==> config.mk <==
export PLATFORM = sky130hd
export DESIGN_NAME = async_reset_counter
export DESIGN_NICKNAME = d
export VERILOG_FILES = /design/src/rtl/counter_pkg.sv /design/src/rtl/async_reset_counter_reset_sync.sv /design/src/rtl/async_reset_counter.sv
export SDC_FILE = /design/constraint.sdc
export NUM_CORES = 1
export LEC_CHECK = 0
export CAP_MARGIN = 20
export CORE_AREA = 2 2 39 41
export DETAILED_ROUTE_END_ITERATION = 10
export DIE_AREA = 0 0 41 43
export HOLD_SLACK_MARGIN = 0.05
export MAX_ROUTING_LAYER = met4
export PLACE_DENSITY = 0.6
export SYNTH_ARGS = -nofsm -noshare
export SYNTH_HDL_FRONTEND = slang
export SYNTH_SLANG_ARGS = --single-unit
==> constraint.sdc <==
create_clock -name clk -period 1.4 [get_ports clk]
set_input_delay 0.35 -clock clk [delete_from_list [all_inputs] [get_ports clk]]
set_output_delay 0.35 -clock clk [all_outputs]
set_load 0.05 [all_outputs]
==> src/rtl/counter_pkg.sv <==
// Shared defaults and the count word type for the async-reset event counter.
package counter_pkg;

  localparam int unsigned COUNTER_WIDTH_DEFAULT = 8;
  localparam int unsigned SYNC_STAGES_DEFAULT   = 2;

  typedef logic [COUNTER_WIDTH_DEFAULT-1:0] count_t;

endpackage : counter_pkg

==> src/rtl/async_reset_counter_reset_sync.sv <==
// Reset synchronizer: asserts immediately when reset falls and releases
// on the STAGES-th rising clk edge after reset returns high.
module reset_sync
  import counter_pkg::*;
#(
  parameter int unsigned STAGES = SYNC_STAGES_DEFAULT
) (
  input  logic clk,
  input  logic reset,
  output logic rst_n
);

  logic [STAGES-1:0] sync_q;
  logic [STAGES-1:0] sync_d;

  always_comb begin
    sync_d = {sync_q[STAGES-2:0], 1'b1};
  end

  always_ff @(posedge clk or negedge reset) begin
    if (!reset) begin
      sync_q <= '0;
    end else begin
      sync_q <= sync_d;
    end
  end

  assign rst_n = sync_q[STAGES-1];

endmodule : reset_sync

==> src/rtl/async_reset_counter.sv <==
// Free-running up-counter with enable, terminal-count wrap and a registered
// one-cycle carry pulse; reset asserts asynchronously, releases synchronously.
module async_reset_counter
  import counter_pkg::*;
#(
  parameter int unsigned WIDTH       = COUNTER_WIDTH_DEFAULT,
  parameter int unsigned MAX_VALUE   = (2**WIDTH) - 1,
  parameter int unsigned RESET_VALUE = 0,
  parameter int unsigned SYNC_STAGES = SYNC_STAGES_DEFAULT
) (
  input  logic             clk,
  input  logic             reset,
  input  logic             ena,
  output logic [WIDTH-1:0] result,
  output logic             carry
);

  if (WIDTH < 1 || WIDTH > 31) begin : g_bad_width
    $error("async_reset_counter: WIDTH must be in 1..31");
  end
  if (MAX_VALUE < 1 || MAX_VALUE > (2**WIDTH) - 1) begin : g_bad_max
    $error("async_reset_counter: MAX_VALUE must be in 1..2**WIDTH-1");
  end
  if (RESET_VALUE > MAX_VALUE) begin : g_bad_reset
    $error("async_reset_counter: RESET_VALUE must not exceed MAX_VALUE");
  end
  if (SYNC_STAGES < 2) begin : g_bad_sync
    $error("async_reset_counter: SYNC_STAGES must be at least 2");
  end

  localparam logic [WIDTH-1:0] MAX_W   = WIDTH'(MAX_VALUE);
  localparam logic [WIDTH-1:0] RESET_W = WIDTH'(RESET_VALUE);

  logic             rst_n;
  logic [WIDTH-1:0] result_q;
  logic [WIDTH-1:0] result_d;
  logic             carry_q;
  logic             carry_d;
  logic [WIDTH:0]   inc;
  logic             wrap;

  reset_sync #(
    .STAGES (SYNC_STAGES)
  ) u_reset_sync (
    .clk   (clk),
    .reset (reset),
    .rst_n (rst_n)
  );

  always_comb begin
    inc      = {1'b0, result_q} + {{WIDTH{1'b0}}, 1'b1};
    // A carry-out of the widened increment only happens at all-ones, which is
    // then necessarily the terminal count.
    wrap     = (result_q == MAX_W) || inc[WIDTH];
    result_d = result_q;
    carry_d  = 1'b0;
    if (ena) begin
      if (wrap) begin
        result_d = '0;
        carry_d  = 1'b1;
      end else begin
        result_d = inc[WIDTH-1:0];
      end
    end
  end

  always_ff @(posedge clk or negedge rst_n) begin
    if (!rst_n) begin
      result_q <= RESET_W;
      carry_q  <= 1'b0;
    end else begin
      result_q <= result_d;
      carry_q  <= carry_d;
    end
  end

  assign result = result_q;
  assign carry  = carry_q;

  a_carry_means_zero : assert property (
    @(posedge clk) disable iff (!rst_n) carry_q |-> (result_q == '0)
  );

  a_carry_needs_ena : assert property (
    @(posedge clk) disable iff (!rst_n) carry_q |-> $past(ena)
  );

  a_in_range : assert property (
    @(posedge clk) disable iff (!rst_n) result_q <= MAX_W
  );

endmodule : async_reset_counter

# Yosys cells after proc, flatten, opt, wreduce, memory -nomap -nowiden
# Cells that the tools add are included.
# Widths: inputs -> output; s select.
# op_classes
addsub,1
eq_ne,1
mux,3
n_reduce_logical,1
# ops
cell,count
$add 8x1->9 const B,1
$eq 8x8->1 const B,1
$mux 8,1
$mux 1,2
$logic_or 1x1->1,1
# word_totals
register_bits,11
input_bits,3
output_inout_bits,9

# Logic depth before layout (Yosys ltp)
# Gate-level depths: netlist of the first run.
# logic_depth
word_depth,4
mapped_depth,4
depth_no_buf,4

# Hierarchy
# From an unflattened synthesis of the first run, not the netlist that was laid out.
# hier_totals
cells_unflattened,39
hier_area_um2,491.7
# modules_own_cells
module,instances,cells_per_inst,area_per_inst_um2
async_reset_counter,1,36,437.9
reset_sync,1,3,53.8

# Worst setup path after synthesis of the first run
# No wires, ideal clock.
# synth_timing
path_type,reg2reg
start,register result_q[0] (netlist: result[0])
end,register result_q[7] (netlist: result[7])
setup_ns,0.121
t_arrival_ns,1.387
t_required_ns,1.279
slack_ns,-0.108
stages_incl_launch_ff,5
synth_period_minus_slack_ns,1.508
cell_sequence,dfrtp_1 -> ha_1 -> and3_2 -> o21ai_0 -> a22o_1
# synth_between
elab_chain_cells,3
elab_cells_between_ends,4
# synth_rtl
element,line,text
from (decl),async_reset_counter.sv:35,logic [WIDTH-1:0] result_q;
from (signal assigned),async_reset_counter.sv:72,result_q <= result_d;
$add 8x1->9 or $eq 8x8->1 (tied branches),"async_reset_counter.sv:51, async_reset_counter.sv:54",
$logic_or 1x1->1,async_reset_counter.sv:54,wrap = (result_q == MAX_W) || inc[WIDTH];
$mux 8 *,async_reset_counter.sv:58,if (wrap) begin
# Mark *: on every way between the ends. The rest lies on a longest branch, timed or not.
# A chain may end at the register's enable or synchronous reset.

# Final worst setup path of the first run
# layout_timing
start,register result_q[0] (netlist: result[0])
end,output result[0]
# layout_rtl
element,line,text
to (decl),async_reset_counter.sv:14,"output logic [WIDTH-1:0] result,"
# No word-level cell between the ends.

==> flow_metrics.env, run 1 <==
export IMPL_synthXorXnorAreaFrac_pct=9.777
export IMPL_ctsResizeCount=0
export IMPL_max_vdd_ir_drop_uv=1287
export IMPL_synth_nets=40
export IMPL_crit_arrival_ns=0.97
export IMPL_synth_area_um2=447.9
export IMPL_synthAdderAreaFrac_pct=2.793
export IMPL_wl_per_cell_um=11.03
export IMPL_required_ns=1.05
export IMPL_synth_simple_area_share_pct=16.48
export IMPL_period_share_pct=94.49
export IMPL_place_congestion=0.8084
export IMPL_fin_skew_ns=0.004438
export IMPL_cts_tree="built"
export IMPL_post_place_ws_ns=-0.1466
export IMPL_rr_worst_depth=4
export IMPL_drc_errors=0
export IMPL_synthTopCellsByArea="dfrtp_1 61%, xnor2_1 9.8%, ha_1 2.8%"
export IMPL_timing_rr_start="result[1]"
export IMPL_synth_ff_type="dfrtp_1"
export IMPL_track_usage_pct=13.05
export IMPL_drive_above_1_share_pct=40.00
export IMPL_io_buffers=11
export IMPL_synth_top_family_by_area="simple AND/OR/NAND/NOR gates"
export IMPL_rsz0062_at_grt="false"
export IMPL_antenna_left=0
export IMPL_vias=325
export IMPL_p_leak_nw=0.3212
export IMPL_layout_nets=60
export IMPL_synth_edf_count=0
export IMPL_synth_top_area_share_pct=61.45
export IMPL_finalCriticalPeriod_ns=1.323
export IMPL_synthToLayoutAreaGrowth_pct=62.29
export IMPL_drt_iter0_drc=4
export IMPL_rows=14
export IMPL_grt_pass1_vias=346
export IMPL_synth_compound_area_share_pct=6.145
export IMPL_drt_pass1_iter_count=2
export IMPL_hp_class="reg -> async"
export IMPL_diodes=0
export IMPL_initial_core_util_pct=32.37
export IMPL_io_pins=12
export IMPL_synthArstFlopShare_pct=100.0
export IMPL_powerDensity_nw_per_um2=2462
export IMPL_ys_seq_elements=11
export IMPL_cp_cell_sequence="buf_4 -> buf_12"
export IMPL_yosysWarnings=0
export IMPL_cp_start_kind="flop"
export IMPL_die_width_um=41
export IMPL_path_max_fanout=4
export IMPL_critPathBufInv=2
export IMPL_slew_violations=0
export IMPL_synth_avg_cell_area_um2=12.44
export IMPL_die_area_um2=1763
export IMPL_numCtsBuffers=3
export IMPL_syn_inst=36
export IMPL_crit_type="reg -> out"
export IMPL_via_per_inst=4.577
export IMPL_max_freq_mhz=755.9
export IMPL_slowest_delay_ns=0.41
export IMPL_yosys_mux_area_fraction_pct=2.514
export IMPL_ctsHoldBuffers=0
export IMPL_dp_hpwl_um=637.6
export IMPL_core_um2=1384
export IMPL_cts_path_max_buffers=2
export IMPL_finalPower_w=0.001790
export IMPL_grt_antenna_before_repair=0
export IMPL_die_height_um=43
export IMPL_netlist_top_cells_count="11 x dfrtp_1, 5 x xnor2_1, 3 x nand2_1, 3 x nor2_1"
export IMPL_yosysTopAreaCell="dfrtp_1"
export IMPL_synth_cell_types=16
export IMPL_layout_setup_ws_ns=0.07716
export IMPL_wirelength_um=783
export IMPL_crit_family="flip-flops"
export IMPL_cts_setup_buffers=0
export IMPL_ys_seq_area_share_pct=61.45
export IMPL_ctsHtreeMaxLevel=1
export IMPL_grt_ovfl_total=0
export IMPL_grt_pass1_wl_um=1469
export IMPL_status="finished, final reports clean"
export IMPL_synth_most_common_cell="dfrtp_1"
export IMPL_slowest_stage="dfrtp_2"
export IMPL_cap_violations=0
export IMPL_insertion_delay_ns=0.26
export IMPL_r2r_end="result[3]"
export IMPL_clk_pin_slew_worst_paths_ns=0.07
export IMPL_critPathCaptureType="output pin"
export IMPL_grt_max_degree=10
export IMPL_hold_viol_final=0
export IMPL_clock_sinks=11
export IMPL_cts_root_buffer="clkbuf_4"
export IMPL_reg2reg_slack_ns=0.14
export IMPL_setup_viol=0
-- worst register-to-register path, cell delays in order, from the launching register on --
cell and delay (ns):
dfrtp_2 0.45, ha_1 0.21, and3_2 0.20, and3_1 0.24, nor2_1 0.11
-- sequential cells by signal, indices dropped and copies added, names as in the netlist --
name	cells
u_reset_sync.sync_q	2
carry	1
result	8
-- where the power goes --
part	total (W)	internal, W	switching, W
logic	0.000991	0.000505	0.000486
registers	0.000589	0.000424	0.000165
clock network	0.000210	0.000110	0.0000998
-- per-layer routing --
layer	vias to the layer above	wire, um	GRT usage (%)
met1	149	362	17.17
met3	2	48	3.141
met5	-	0	-
li1	163	-	-
met2	11	363	16.56
met4	0	8	10.00
-- kinds of logic (layout without fill, tap and decap cells) --
kind of cell	after synthesis	in the layout
simple gates	13	13
flops	11	11
xor+xnor	5	5
compound gates	4	4
fa+ha+maj	1	1
other cells	1	1
mux	1	1
buf+inv	0	19
-- layout by cell type (no fill, tap or decap), drive strengths merged --
| cell | count |
|---|---|
| xnor2 | 5 |
| nand2 | 3 |
| a22o | 1 |
| or3 | 1 |
| ha | 1 |
| clkbuf | 4 |
| nand4 | 2 |
| a21oi | 1 |
| conb | 1 |
| clkdlybuf4s50 | 2 |
| o21ai | 2 |
| nor2 | 3 |
| and4 | 2 |
| dfrtp | 11 |
| mux2 | 1 |
| and3 | 2 |
| buf | 13 |
-- worst max path at each step --
stage | start | end | depth (start not counted)
CTS | result[0] | result[0] | 2
global placement | ena | result[5] | 4
detailed placement | ena | result[5] | 4
global route | result[0] | result[0] | 2
floorplan | result[2] | result[7] | 3
finish | result[0] | result[0] | 2
-- layout make-up --
| cell class | count | area (um^2) |
|---|---|---|
| tap | 16 | 20.02 |
| fill | 123 | 656.9 |
| multi-input combinational | 25 | 172.7 |
| clock buffer | 4 | 26.28 |
| sequential | 11 | 277.8 |
| timing repair buffer | 15 | 230.2 |
-- metrics by stage --
step           utilization [%]  TNS, ns  std cells  cell area, um^2  hold WS (ns)
2_1_floorplan                -        0         36            450.4       0.05441
3_3_place_gp             50.63  -0.5355         67            700.7        0.1600
3_5_place_dp             50.63  -0.6929         67            700.7        0.1623
4_1_cts                  52.53        0         71            726.9        0.1583
5_1_grt                  52.53        0         71            726.9        0.1872
6_report                 52.53        0         71            726.9        0.1446
Power figures use the tool's default switching activity.
==> inputs of run 2 (changes only) <==
GPL_TIMING_DRIVEN = 1   (was unset)
==> results of run 2 <==
Final layout, timing and power as in run 1 (identical DEF).
==> inputs of run 3 (changes only) <==
CTS_CLUSTER_DIAMETER = 100   (was unset)
==> results of run 3 <==
Final layout, timing and power as in run 1 (identical DEF).
